## src/rtl/wallace_cpa_seq_if.sv

```systemverilog
// ---------------------------------------------------------------------------
// wallace_cpa_seq_if
//   Operand/result handshake bundle for the sequential carry-propagate adder.
//
//   in_valid  : upstream holds a valid operand pair on in_op0/in_op1
//   in_ready  : adder can accept an operand pair
//   in_op0    : reduction-tree output row 0 (OP_WIDTH bits)
//   in_op1    : reduction-tree output row 1 (OP_WIDTH bits)
//   out_valid : out_sum/out_carry hold a finished result
//   out_ready : consumer accepts the result
//   out_sum   : (in_op0 + in_op1) mod 2^OP_WIDTH
//   out_carry : carry out of bit OP_WIDTH-1
//
//   Modport slave is the adder side, master is the producer/consumer side.
// ---------------------------------------------------------------------------
interface wallace_cpa_seq_if #(
    parameter int OP_WIDTH = 64
);
    logic                in_valid;
    logic                in_ready;
    logic [OP_WIDTH-1:0] in_op0;
    logic [OP_WIDTH-1:0] in_op1;
    logic                out_valid;
    logic                out_ready;
    logic [OP_WIDTH-1:0] out_sum;
    logic                out_carry;

    modport slave (
        input  in_valid,
        input  in_op0,
        input  in_op1,
        input  out_ready,
        output in_ready,
        output out_valid,
        output out_sum,
        output out_carry
    );

    modport master (
        output in_valid,
        output in_op0,
        output in_op1,
        output out_ready,
        input  in_ready,
        input  out_valid,
        input  out_sum,
        input  out_carry
    );
endinterface

```

## src/rtl/wallace_cpa_seq.sv

```systemverilog
// ---------------------------------------------------------------------------
// wallace_cpa_seq
//   Final carry-propagate stage of the Booth-4 / Wallace multiplier. Adds the
//   sum/carry rows from the reduction tree CHUNK_WIDTH bits per cycle, LSB
//   chunk first, rippling a registered carry between chunks, so the adder's
//   critical path depends on CHUNK_WIDTH only.
//
//   Ports:
//     clk   : rising-edge clock
//     rst_n : asynchronous active-low reset
//     bus   : wallace_cpa_seq_if.slave (operand input / result output
//             valid-ready handshakes, see the interface file)
//
//   Latency: a pair accepted at edge k is presented with out_valid=1 after
//   edge k+NCHUNK, and held until the consumer takes it.
// ---------------------------------------------------------------------------
module wallace_cpa_seq #(
    parameter int OP_WIDTH    = 64,
    parameter int CHUNK_WIDTH = 16
) (
    input  logic                  clk,
    input  logic                  rst_n,
    wallace_cpa_seq_if.slave      bus
);

    localparam int NCHUNK = OP_WIDTH / CHUNK_WIDTH;
    localparam int IDX_W  = (NCHUNK > 1) ? $clog2(NCHUNK) : 1;
    localparam int SEL_W  = (OP_WIDTH > 1) ? $clog2(OP_WIDTH) : 1;
    localparam logic [IDX_W-1:0] LAST_IDX = IDX_W'(NCHUNK - 1);

    // A partial last chunk would silently drop the top bits, so refuse it.
    if ((OP_WIDTH % CHUNK_WIDTH) != 0) begin : g_bad_chunk
        $error("wallace_cpa_seq: CHUNK_WIDTH must divide OP_WIDTH exactly");
    end

    typedef enum logic [1:0] {
        ST_IDLE = 2'd0,
        ST_ADD  = 2'd1,
        ST_DONE = 2'd2
    } state_t;

    // One chunk of the ripple: {carry_out, sum} of a + b + carry_in.
    function automatic logic [CHUNK_WIDTH:0] chunk_add(
        input logic [CHUNK_WIDTH-1:0] a,
        input logic [CHUNK_WIDTH-1:0] b,
        input logic                   cin
    );
        return {1'b0, a} + {1'b0, b} + {{CHUNK_WIDTH{1'b0}}, cin};
    endfunction

    state_t                 state_r;
    state_t                 state_s;
    logic [IDX_W-1:0]       idx_r;
    logic                   carry_r;
    logic [OP_WIDTH-1:0]    op0_r;
    logic [OP_WIDTH-1:0]    op1_r;
    logic [OP_WIDTH-1:0]    sum_r;
    logic                   out_carry_r;
    logic [SEL_W-1:0]       base_s;
    logic [CHUNK_WIDTH:0]   add_s;

    // Handshake flags decode straight from the state register so that an
    // asynchronous reset drops out_valid and raises in_ready immediately.
    assign bus.in_ready  = (state_r == ST_IDLE);
    assign bus.out_valid = (state_r == ST_DONE);
    assign bus.out_sum   = sum_r;
    assign bus.out_carry = out_carry_r;

    // Bit offset of the chunk being added and its chunk sum.
    always_comb begin
        base_s = SEL_W'(idx_r) * SEL_W'(CHUNK_WIDTH);
        add_s  = chunk_add(op0_r[base_s +: CHUNK_WIDTH],
                           op1_r[base_s +: CHUNK_WIDTH],
                           carry_r);
    end

    // FSM state register.
    always_ff @(posedge clk or negedge rst_n) begin
        if (!rst_n) begin
            state_r <= ST_IDLE;
        end else begin
            state_r <= state_s;
        end
    end

    // FSM next-state logic.
    always_comb begin
        state_s = state_r;
        case (state_r)
            ST_IDLE: begin
                if (bus.in_valid) begin
                    state_s = ST_ADD;
                end else begin
                    state_s = ST_IDLE;
                end
            end
            ST_ADD: begin
                if (idx_r == LAST_IDX) begin
                    state_s = ST_DONE;
                end else begin
                    state_s = ST_ADD;
                end
            end
            ST_DONE: begin
                if (bus.out_ready) begin
                    state_s = ST_IDLE;
                end else begin
                    state_s = ST_DONE;
                end
            end
            default: begin
                state_s = ST_IDLE;
            end
        endcase
    end

    // Datapath: operand capture in IDLE, one chunk per edge in ADD; the
    // result registers are only written in ADD, so DONE holds them stable.
    always_ff @(posedge clk or negedge rst_n) begin
        if (!rst_n) begin
            idx_r       <= '0;
            carry_r     <= 1'b0;
            op0_r       <= '0;
            op1_r       <= '0;
            sum_r       <= '0;
            out_carry_r <= 1'b0;
        end else begin
            case (state_r)
                ST_IDLE: begin
                    if (bus.in_valid) begin
                        op0_r   <= bus.in_op0;
                        op1_r   <= bus.in_op1;
                        carry_r <= 1'b0;
                        idx_r   <= '0;
                    end
                end
                ST_ADD: begin
                    sum_r[base_s +: CHUNK_WIDTH] <= add_s[CHUNK_WIDTH-1:0];
                    carry_r <= add_s[CHUNK_WIDTH];
                    idx_r   <= idx_r + IDX_W'(1);
                    if (idx_r == LAST_IDX) begin
                        out_carry_r <= add_s[CHUNK_WIDTH];
                    end
                end
                default: begin
                end
            endcase
        end
    end

endmodule

```

## src/flat_wrapper.sv

```systemverilog
// flat-port wrapper written by rule: the top's interface ports become plain ports
module wallace_cpa_seq_flat 
#(
    parameter int OP_WIDTH    = 64,
    parameter int CHUNK_WIDTH = 16
)
  (clk, rst_n, bus_in_valid, bus_in_op0, bus_in_op1, bus_out_ready, bus_in_ready, bus_out_valid, bus_out_sum, bus_out_carry);
  wallace_cpa_seq_if #(.OP_WIDTH(OP_WIDTH)) bus_i ();
  input  logic clk;
  input  logic rst_n;
  input wire logic [$bits(bus_i.in_valid)-1:0] bus_in_valid;
  input wire logic [$bits(bus_i.in_op0)-1:0] bus_in_op0;
  input wire logic [$bits(bus_i.in_op1)-1:0] bus_in_op1;
  input wire logic [$bits(bus_i.out_ready)-1:0] bus_out_ready;
  output wire logic [$bits(bus_i.in_ready)-1:0] bus_in_ready;
  output wire logic [$bits(bus_i.out_valid)-1:0] bus_out_valid;
  output wire logic [$bits(bus_i.out_sum)-1:0] bus_out_sum;
  output wire logic [$bits(bus_i.out_carry)-1:0] bus_out_carry;
  assign bus_i.in_valid = bus_in_valid;
  assign bus_i.in_op0 = bus_in_op0;
  assign bus_i.in_op1 = bus_in_op1;
  assign bus_i.out_ready = bus_out_ready;
  assign bus_in_ready = bus_i.in_ready;
  assign bus_out_valid = bus_i.out_valid;
  assign bus_out_sum = bus_i.out_sum;
  assign bus_out_carry = bus_i.out_carry;
  wallace_cpa_seq #(.OP_WIDTH(OP_WIDTH), .CHUNK_WIDTH(CHUNK_WIDTH)) u_core (.clk(clk), .rst_n(rst_n), .bus(bus_i));
endmodule
```

## config.mk

```make
export PLATFORM = sky130hd
export DESIGN_NAME = wallace_cpa_seq_flat
export DESIGN_NICKNAME = d
export VERILOG_FILES = /design/src/rtl/wallace_cpa_seq_if.sv /design/src/rtl/wallace_cpa_seq.sv /design/src/flat_wrapper.sv
export SDC_FILE = /design/constraint.sdc
export NUM_CORES = 1
export LEC_CHECK = 0
export CAP_MARGIN = 20
export CORE_MARGIN = 2
export CORE_UTILIZATION = 50
export CTS_CLUSTER_DIAMETER = 100
export CTS_CLUSTER_SIZE = 24
export DETAILED_ROUTE_END_ITERATION = 7
export GPL_TIMING_DRIVEN = 0
export PLACE_DENSITY = 0.82
export REMOVE_ABC_BUFFERS = 1
export SYNTH_ARGS = -nofsm -noshare
export SYNTH_HDL_FRONTEND = slang
export SYNTH_SLANG_ARGS = --single-unit
```

## constraint.sdc

```tcl
create_clock -name clk -period 4.8 [get_ports clk]
set_input_delay 0.72 -clock clk [delete_from_list [all_inputs] [get_ports clk]]
set_output_delay 0.72 -clock clk [all_outputs]
set_load 0.05 [all_outputs]
```

==> out/results.ini <==
[outcome]
status = completed

[placement]
place.gp.congestion = 0.898
dpl.hpwl_um = 15900
portBuffers = 198

[synth]
synth_edf_count = 0
synth_cells = 673
ys_seq_area_share_pct = 53.7
synthFlopType = dfrtp_1
syn-cell-area_um2 = 9240
ys_async_sr_fraction_pct = 100
synth_seq_cells = 198
synth_warnings = 0
netlist-cell-type-count = 52
avgSynthCellArea_um2 = 13.7

[route]
drt-pass1-iter-count = 6
first_iter_violations = 357
wire_per_inst_um = 20.4
finalWirelength_um = 22300
ant_nets = 0
vias_per_cell = 5.96
remaining_drc_errors = 0
vias = 6531

[clock_tree]
path_clk_slew_ns = 0.07
clock_path_buffers = 2
cts_buffers = 17
cts_setup_buffers = 0
hold_buffers = 0
clk_latency_ns = 0.43
clock-root-buffer = clkbuf_16
cts_tree = done
cts.sinks = 198
h-tree-depth = 4
cts-resized-gates = 0

[cells_and_area]
layout-drive-gt1-share_pct = 24.6
area_growth_pct = 30.7
nets = 1009
fillers = 1309
layout_commonest_cell = clkdlybuf4s50_1
most-common-layout-cells = clkdlybuf4s50_1 (197), dfrtp_1 (196), mux2_2 (130)
antenna_cells = 0

[setup_path]
crit_type = reg -> reg
end_kind = flip-flop
crit_fanout = 21
reg2reg_depth = 8
cp.required_ns = 5.17
start_kind = flip-flop
cp.arrival_ns = 4.39

[hold_path]
hold_class = in -> async

[global_route]
antenna_found_initial = 0
grt_max_degree = 113
grt_pass1_wl_um = 36100
grt_pass1_vias = 6584
grt_use_total_pct = 23.3
grt.overflow.total = 0

[sta]
max-slew-margin-rel_pct = 30.3
slew_viol_final = 0
max_freq_mhz = 249
setup_viol = 0
min_period_ns = 4.02
worstMarginPinSlew_ns = 1.04
rsz0062_at_grt = no
hold_violations = 0
finalCritPeriodShare_pct = 83.8
fin_worst_skew_ns = 0.00955
setup_tns_ns = 0

[die]
die_x_um = 140
coreArea_um2 = 18000
ios = 199
rows = 49
initial_utilization_pct = 51.2
die-area_um2 = 19600
die_y_um = 140

[run]
max_cap_viol_count = 0

-- critical path, stage by stage (launching register included) --
cell       delay, ns
dfrtp_2         0.82
buf_12          0.29
mux4_2          0.56
ha_1            0.40
a2111oi_0       0.41
o21ai_0         0.33
and3_1          0.24
a211oi_1        0.66
a22o_1          0.23
-- cells by family after synthesis --
group / after synthesis / share of synthesized area (%)
compound gates: 129 / 10.5
xor+xnor: 6 / 0.569
fa+ha+maj: 23 / 3.28
buf+inv: 51 / 2.38
flops: 198 / 53.7
mux: 162 / 23.7
simple gates: 104 / 5.92
-- layer usage --
layer  wire length [um]  vias up  GRT usage [%]
met5                  0        -              0
met4                262        0           5.26
met3               1440       19           5.47
met2              11200      272           38.5
met1               9460     3328           31.9
li1                   -     2912              -
-- path summary, 6_finish.rpt --
check	from	to	slack (ns)
max reg2reg	u_core.idx_r[0]	u_core.bus.out_sum[63]	0.78
max in group asynchronous	rst_n	u_core.op0_r[10]	3.55
min	rst_n	u_core.op1_r[0]	0.35
min reg2reg	u_core.bus.out_sum[55]	u_core.bus.out_sum[55]	0.49
max	u_core.idx_r[0]	u_core.bus.out_sum[63]	0.78
min in group clk	u_core.bus.out_sum[55]	u_core.bus.out_sum[55]	0.49
-- cell type report --
cell class / count / area, um^2 / area share, %
flip-flops and latches: 198 / 4960 / 41.1
well taps: 229 / 287 / 2.37
clock inverters: 13 / 161 / 1.34
repair buffers: 205 / 2110 / 17.5
inverters: 8 / 30.0 / 0.249
multi-input cells: 424 / 4090 / 33.8
clock buffers: 19 / 443 / 3.67
-- metrics by stage --
stage | area (um^2) | setup slack, ns | hold slack [ns] | utilization, % | std cells
3_5_place_dp | 11500 | 0.880 | 0.471 | 63.6 | 1064
2_1_floorplan | 9040 | -0.0516 | 0.424 | - | 630
6_report | 12100 | 0.778 | 0.350 | 67.0 | 1096
3_3_place_gp | 11300 | -5.17 | 0.463 | 62.8 | 1057
4_1_cts | 12100 | 0.832 | 0.381 | 67.0 | 1096
5_1_grt | 12100 | 0.545 | 0.405 | 67.0 | 1096
-- flip-flops by register name, summed over array words and instances (netlist names) --
register / flops
u_core.op1_r: 64
u_core.carry_r: 1
u_core.idx_r: 2
u_core.bus.out_carry: 1
u_core.state_r: 2
u_core.op0_r: 64
u_core.bus.out_sum: 64
-- synth_stat cells (2+ instances only) --
master	n	area, um^2
and2_1	2	12.5
nand3_1	13	65.1
or3_1	5	31.3
a2111oi_0	2	17.5
a22o_1	30	263
o21ai_0	25	125
a21o_1	7	52.6
nor2_1	13	48.8
a21boi_0	2	15.0
mux4_2	32	721
xnor2_1	3	26.3
nor2b_1	4	25.0
o211ai_1	5	37.5
fa_1	2	40.0
nand4_1	4	25.0
dfrtp_1	198	4950
o21bai_1	2	15.0
ha_1	21	263
and3_1	3	18.8
o31ai_1	5	37.5
a2111o_1	4	45.0
inv_1	8	30.0
nand2b_1	4	25.0
buf_2	17	85.1
nand2_1	38	143
a32o_1	8	80.1
xor2_1	3	26.3
or4_1	4	30.0
nand3b_4	2	40.0
nor3_1	6	30.0
a211oi_1	3	22.5
a222oi_1	4	40.0
a221o_1	4	40.0
mux2_2	130	1460
clkbuf_1	24	90.1
o21a_1	3	22.5
a21oi_1	18	90.1
Power is not shown: default switching activity piles up to over one toggle a cycle in this logic, so the estimate is an artifact.
